==> config.mk <==
export PLATFORM = sky130hd
export DESIGN_NAME = mux_stream_rr
export DESIGN_NICKNAME = d
export VERILOG_FILES = /design/src/rtl/mux_stream_rr.sv
export SDC_FILE = /design/constraint.sdc
export NUM_CORES = 1
export LEC_CHECK = 0
export CELL_PAD_IN_SITES_DETAIL_PLACEMENT = 1
export CELL_PAD_IN_SITES_GLOBAL_PLACEMENT = 2
export CORE_MARGIN = 1
export CORE_UTILIZATION = 21
export CTS_BUF_LIST = sky130_fd_sc_hd__clkbuf_2
export CTS_CLUSTER_SIZE = 40
export DETAILED_ROUTE_END_ITERATION = 10
export MAX_ROUTING_LAYER = met4
export PLACE_DENSITY = 0.93
export SYNTH_ARGS = -nofsm -noshare
export SYNTH_HDL_FRONTEND = slang
export SYNTH_SLANG_ARGS = --single-unit
==> constraint.sdc <==
create_clock -name clk_i -period 8.3 [get_ports clk_i]
set_input_delay 2.49 -clock clk_i [delete_from_list [all_inputs] [get_ports clk_i]]
set_output_delay 2.49 -clock clk_i [all_outputs]
set_load 0.02 [all_outputs]
==> src/rtl/mux_stream_rr.sv <==
// N-channel stream multiplexer with a single registered output stage.
// Channel choice is either manual (sel_i) or round-robin from a rotating pointer.
module mux_stream_rr #(
  parameter int NUM_CH = 4,
  parameter int DATA_W = 8,
  parameter int SEL_W  = $clog2(NUM_CH)
) (
  input  logic                     clk_i,
  input  logic                     rst_ni,
  input  logic                     mode_i,
  input  logic [SEL_W-1:0]         sel_i,
  input  logic [NUM_CH-1:0]        valid_i,
  input  logic [NUM_CH*DATA_W-1:0] data_i,
  output logic [NUM_CH-1:0]        ready_o,
  output logic                     valid_o,
  output logic [DATA_W-1:0]        data_o,
  output logic [SEL_W-1:0]         ch_o,
  input  logic                     ready_i
);

  // Handshake: a beat moves on a side only when its valid and ready are both
  // high at a rising edge; the output register refills in the same edge it drains.

  localparam logic [SEL_W:0]   NUM_CH_W = (SEL_W+1)'(NUM_CH);
  localparam logic [SEL_W-1:0] LAST_CH  = SEL_W'(NUM_CH - 1);

  logic              valid_q, valid_d;
  logic [DATA_W-1:0] data_q,  data_d;
  logic [SEL_W-1:0]  ch_q,    ch_d;
  logic [SEL_W-1:0]  ptr_q,   ptr_d;

  logic              load_en;
  logic              man_hit;
  logic              rr_hit;
  logic [SEL_W-1:0]  rr_g;
  logic [SEL_W:0]    rr_cand;
  logic              grant_hit;
  logic [SEL_W-1:0]  grant_ch;
  logic [DATA_W-1:0] grant_data;
  logic              in_xfer;

  assign load_en = !valid_q || ready_i;

  // Out-of-range select values never grant.
  assign man_hit = ({1'b0, sel_i} < NUM_CH_W) && valid_i[sel_i];

  // Scan from the highest offset down so the closest valid channel to ptr wins.
  always_comb begin
    rr_hit  = 1'b0;
    rr_g    = '0;
    rr_cand = '0;
    for (int i = NUM_CH - 1; i >= 0; i--) begin
      rr_cand = {1'b0, ptr_q} + (SEL_W+1)'(i);
      if (rr_cand >= NUM_CH_W) begin
        rr_cand = rr_cand - NUM_CH_W;
      end
      if (valid_i[rr_cand[SEL_W-1:0]]) begin
        rr_hit = 1'b1;
        rr_g   = rr_cand[SEL_W-1:0];
      end
    end
  end

  assign grant_hit = mode_i ? rr_hit : man_hit;
  assign grant_ch  = mode_i ? rr_g   : sel_i;
  assign in_xfer   = grant_hit && load_en;

  always_comb begin
    grant_data = '0;
    for (int k = 0; k < NUM_CH; k++) begin
      if (grant_ch == SEL_W'(k)) begin
        grant_data = data_i[k*DATA_W +: DATA_W];
      end
    end
  end

  always_comb begin
    ready_o = '0;
    if (rst_ni && in_xfer) begin
      ready_o[grant_ch] = 1'b1;
    end
  end

  always_comb begin
    valid_d = valid_q;
    data_d  = data_q;
    ch_d    = ch_q;
    ptr_d   = ptr_q;
    if (in_xfer) begin
      valid_d = 1'b1;
      data_d  = grant_data;
      ch_d    = grant_ch;
      if (mode_i) begin
        ptr_d = (grant_ch == LAST_CH) ? '0 : grant_ch + SEL_W'(1);
      end
    end else if (valid_q && ready_i) begin
      valid_d = 1'b0;
    end
  end

  always_ff @(posedge clk_i) begin
    if (!rst_ni) begin
      valid_q <= 1'b0;
      data_q  <= '0;
      ch_q    <= '0;
      ptr_q   <= '0;
    end else begin
      valid_q <= valid_d;
      data_q  <= data_d;
      ch_q    <= ch_d;
      ptr_q   <= ptr_d;
    end
  end

  assign valid_o = valid_q;
  assign data_o  = data_q;
  assign ch_o    = ch_q;

endmodule

# ---- After elaboration in Yosys (flattened, before gate mapping)
# Cells that the tools add are included.
dict set report word_totals {
  regBits 13
  input_bits 42
  wordCells 69
}
dict set report op_classes {
  addsub 8
  order_cmp 11
  n_eq_ne 3
  n_mux 34
  n_reduce_logical 9
}
# operator n
set op_table {}
lappend op_table {{8-bit 2-to-1 mux} 4}
lappend op_table {{2-bit 2-to-1 mux} 10}
lappend op_table {{2-bit by 3-bit < comparator with 1-bit output, second input constant} 6}
lappend op_table {{1-bit 2-to-1 mux} 13}
lappend op_table {{1-bit binary-select mux with 2-bit select} 5}
lappend op_table {{3-bit greater-or-equal comparator, second input constant} 3}
lappend op_table {{2-bit by 1-bit subtractor with 2-bit output, second input constant} 4}
lappend op_table {{2-bit by 2-bit adder with 3-bit output, second input constant} 2}
lappend op_table {{2-bit equality test, second input constant} 2}
lappend op_table {{1-bit logical AND} 4}
lappend op_table {{4-bit 2-to-1 mux} 1}
lappend op_table {{2-bit by 1-bit adder with 3-bit output, second input constant} 1}
lappend op_table {{2-bit by 3-bit greater-or-equal comparator with 1-bit output, second input constant} 1}
lappend op_table {{2-bit by 1-bit adder with 2-bit output, second input constant} 1}
lappend op_table {{1-bit demux with 2-bit select} 1}
lappend op_table {{2-bit by 1-bit equality test with 1-bit output, second input constant} 1}
lappend op_table {{2-bit by 1-bit greater-or-equal comparator with 1-bit output, second input constant} 1}
lappend op_table {{2-bit zero test} 1}
lappend op_table {{2-bit AND reduction} 1}
lappend op_table {{2-bit nonzero test} 1}
lappend op_table {{1-bit zero test} 1}
lappend op_table {{1-bit logical OR} 1}

# ---- Depth between registers and ports, before layout
dict set report depth {
  word_depth 15
  ltp_mapped 12
  mapped_depth_nobuf 11
}

# ---- Worst setup path before layout
# Ideal clock, no wire load.
dict set report synth_path {
  path_type {input to output}
  from {input valid_i[3]}
  to {output ready_o[3]}
  t_arrival_ns 4.250
  setup_slack_ns 1.560
  cell_stages 9
  path_buffers 2
  cell_sequence {inv_1 -> a2111oi_0 -> nor2_1 -> a31o_2 -> inv_1 -> ha_1 -> clkbuf_1 -> clkbuf_1 -> and3_1}
}
dict set report synth_between {
  elab_chain_len 12
  word_cells_on_any_way 28
  cone_classes {2 x order compare; 23 x mux; 3 x reduce/logical}
}
# element line
set synth_rtl {}
lappend synth_rtl {{from (decl)} 12} ;# input logic [NUM_CH-1:0] valid_i,
lappend synth_rtl {{1-bit binary-select mux with 2-bit select} 57} ;# if (valid_i[rr_cand[SEL_W-1:0]]) begin
lappend synth_rtl {{1-bit 2-to-1 mux (implied by the code)} 57}
lappend synth_rtl {{2-bit 2-to-1 mux (3 in a row)} 57}
lappend synth_rtl {{2-bit 2-to-1 mux (*)} 57}
lappend synth_rtl {{2-bit 2-to-1 mux (*)} 65} ;# assign grant_ch = mode_i ? rr_g : sel_i;
lappend synth_rtl {{named net grant_ch[0]} 38} ;# logic [SEL_W-1:0] grant_ch;
lappend synth_rtl {{2-bit by 3-bit < comparator with 1-bit output (implied by the code) / 2-bit by 1-bit greater-or-equal comparator with 1-bit output (equally long branches)} 80} ;# ready_o[grant_ch] = 1'b1;
lappend synth_rtl {{1-bit logical AND (implied by the code)} 80}
lappend synth_rtl {{1-bit 2-to-1 mux (implied by the code)} 80}
lappend synth_rtl {{1-bit demux with 2-bit select (*)} 80}
lappend synth_rtl {{4-bit 2-to-1 mux (*)} 79} ;# if (rst_ni && in_xfer) begin
lappend synth_rtl {{to (decl)} 14} ;# output logic [NUM_CH-1:0] ready_o,
# The timed path passes the listed nets; every way through them passes the cells marked *. The select of a mux whose other input is x is not followed.

# ---- Worst setup path after layout
dict set report layout_path {
  from {input valid_i[2]}
  to {output ready_o[2]}
}
# Same word-level chain as after synthesis.

==> metrics <==
final wirelength=3395 um; die outline width=69.07 um; proportion of total power due to net switching=36.49%; number of register bits inferred by synthesis=13; number of vias after detailed routing=1062; Internal=0.1363 mW; Fin Clk Skew=0.009583 ns; setup repair after global routing missed its margin=false; cells resized by post-CTS repair=0; P per Cell Area=138.9 nW/um^2; max-cap violation count=0; final weighted congestion in routability-driven placement=0.8839; Reg power frac=35.2%; area fraction in and, or, nand and nor cells after synthesis=21.32%; fraction of layout cells with a size suffix above 1=5.882%; std cell rows=24; cells taking the most area after synthesis=dfxtp_1, a21oi_1, nor2b_1; net switching power=0.07829 mW; initial antenna violation count=0; router iterations before antenna repair=4; peak fanout along the critical path=17; DR iter-0 viols=45; number of sinks driven by the clock tree=13; run status=finished clean; Cells after Synth=117; Placement Setup Slack=0.5126 ns; Post-Synthesis Net Count=163; final period demand of the worst path=7.809 ns; worst vdd rail ir drop=0.07245 mV; post-synthesis cell type count=29; maximum number of pins on one net before global-route repair=24; Worst Slack Setup Final=0.4908 ns; number of buffers inserted during clock tree synthesis=3; library cell used as clock root buffer=clkbuf_2; final antenna diode count=0; startpoint type of the worst setup path=input pin; synthesized cell area=944.7 um^2; average cell area after synthesis=8.074 um^2; wire length of the first global-routing pass=5354 um; average wire per standard cell=15.29 um; data required time of the critical path=5.81 ns; Bufs on Longest Clock Path=2; critical setup path kind=input pin to output port; remaining antenna violation count after routing=0; DR DRC count=0; total negative slack for setup checks=0 ns; Leakage=0.5912 nW; area overhead of the layout relative to synthesis=63.58%; hold-fix buffer count after cts=0; Die Span Y=69.07 um; Hold Violations, Final=0; number of warnings reported in the yosys synthesis log=0; Reg clk slew, reported paths=0.13 ns; DIE AREA=4771 um^2; total of endpoints with negative setup slack in the final report=0; mux cell area share after synthesis=7.947%; average vias per placed instance=4.784; part of the power in combinational logic=48.3%; half-perimeter wire length after placement=2715 um; later-pin clock latency in the skew report=0.28 ns; clock network fraction of total power=16.5%; main combinational cell family by area after synthesis=compound AO/OA/AOI/OAI gates; upper clock frequency limit=128.1 MHz; Initial Util=21.85%; pins over their slew limit=0; clock tree from TritonCTS=yes; compound-gate portion of the synthesized area=29.93%; via count of the first global-routing pass=1130; kind of end point of the critical path=output port; Synth top area share=27.55%; max_slew headroom=38.33%; deepest level of the CTS H-tree=1; number of buffers inserted by post-CTS setup repair=0; number of top-level design ports=57; Least-Margin Pin Slew=0.9251 ns; PortBufs=56; GRT Resource Usage Total=14.46%; part of the Yosys area used for sequential elements=27.55%; final worst-path cycle share=94.09%; total grt overflow=0; largest area contributor in the netlist=dfxtp_1; class of the tightest hold or removal check=flip-flop to flip-flop; core area=4324 um^2; parity-gate share of the synthesized area counting xor and xnor cells=0%; adder and majority gate portion of the synthesized area=5.298%; arrival time at the worst endpoint=5.32 ns; FILL cells=526; Design Power=0.2146 mW; number of nets in the layout=217
[synth_stat cells (all sizes together)]
library cell	count
a2111oi	2
mux4	1
a31o	1
a221oi	7
nand2	7
a21oi	19
nor2b	12
clkbuf	5
a211oi	1
o21ai	8
and3	5
nor2	4
mux2i	4
o211a	1
or4	1
buf	3
nor3	7
inv	6
dfxtp	13
nand3b	1
a311oi	1
a21boi	1
o221ai	1
ha	4
a21o	1
o22ai	1
[per-layer routing]
layer  up-vias  share of wire, %  GRT usage, %
met4         0              0.80         4.082
met5         -                 0             -
met3         2               3.4         2.193
li1        537                 -             -
met2        28                52         26.32
met1       495                43         16.21
[metrics by stage]
stage	hold slack (ns)	std cells	util, %	instance area, um^2
finish	0.5073	222	35.74	1545
detailed placement	0.5012	218	35.27	1525
global route	0.5275	222	35.74	1545
CTS	0.5202	222	35.74	1545
global placement	0.4840	218	35.27	1525
floorplan	0.5194	117	-	944.7
[path summary, 6_finish.rpt]
| path | from | end | slack (ns) | cells past startpoint |
|---|---|---|---|---|
| setup / recovery | valid_i[2] | ready_o[2] | 0.49 | 7 |
| hold / removal | ch_o[0] | ch_o[0] | 0.51 | 2 |
| setup reg to reg | ptr_q[0] | data_o[5] | 5.49 | 10 |
| hold reg to reg | ch_o[0] | ch_o[0] | 0.51 | 2 |
[cells in the final DEF, fill, tap and decap left out, types with 2 or more instances in the layout]
| cell type | count |
|---|---|
| a2111oi_0 | 2 |
| a21oi_1 | 18 |
| a221oi_1 | 7 |
| and3_1 | 5 |
| clkbuf_2 | 4 |
| clkdlybuf4s50_1 | 56 |
| dfxtp_1 | 13 |
| ha_1 | 4 |
| inv_1 | 6 |
| mux2i_1 | 3 |
| nand2_1 | 7 |
| nor2_1 | 4 |
| nor2b_1 | 12 |
| nor3_1 | 7 |
| o21ai_0 | 2 |
| o21ai_1 | 6 |
[flip-flops by register name (all words and copies together), names as in the netlist]
register,count
valid_o,1
ptr_q,2
ch_o,2
data_o,8
[critical path, stage by stage]
cell and delay (ns):
clkdlybuf4s50_1 0.59, nor2b_1 0.21, a311oi_1 0.07, a211oi_1 0.53
ha_1 0.59, and3_1 0.23, clkdlybuf4s50_1 0.60
[area by class of cell]
| class | instances | area (um^2) | area share [%] |
|---|---|---|---|
| Sequential cell | 13 | 260.3 | 16.84 |
| Inverter | 6 | 22.52 | 1.457 |
| Clock buffer | 4 | 20.02 | 1.296 |
| Timing Repair Buffer | 57 | 568.0 | 36.76 |
| Multi-Input combinational cell | 90 | 609.3 | 39.43 |
| Tap cell | 52 | 65.06 | 4.211 |
[cell families (layout without fill, tap and decap cells)]
kind of cell    Yosys count  after routing
compound gates           44             44
fa+ha+maj                 4              4
buf+inv                  14             67
flops                    13             13
mux                       5              5
simple gates             37             37
[power by group through the flow]
stage | logic [mW] | registers (mW) | clock network [mW]
after floorplan | 0.0492 | 0.0847 | 0
after global placement | 0.101 | 0.0768 | 0
after detailed placement | 0.104 | 0.0771 | 0
after CTS | 0.104 | 0.0758 | 0.0372
after global routing | 0.113 | 0.0767 | 0.0421
final | 0.104 | 0.0756 | 0.0354
(Power assumes the default switching activity.)
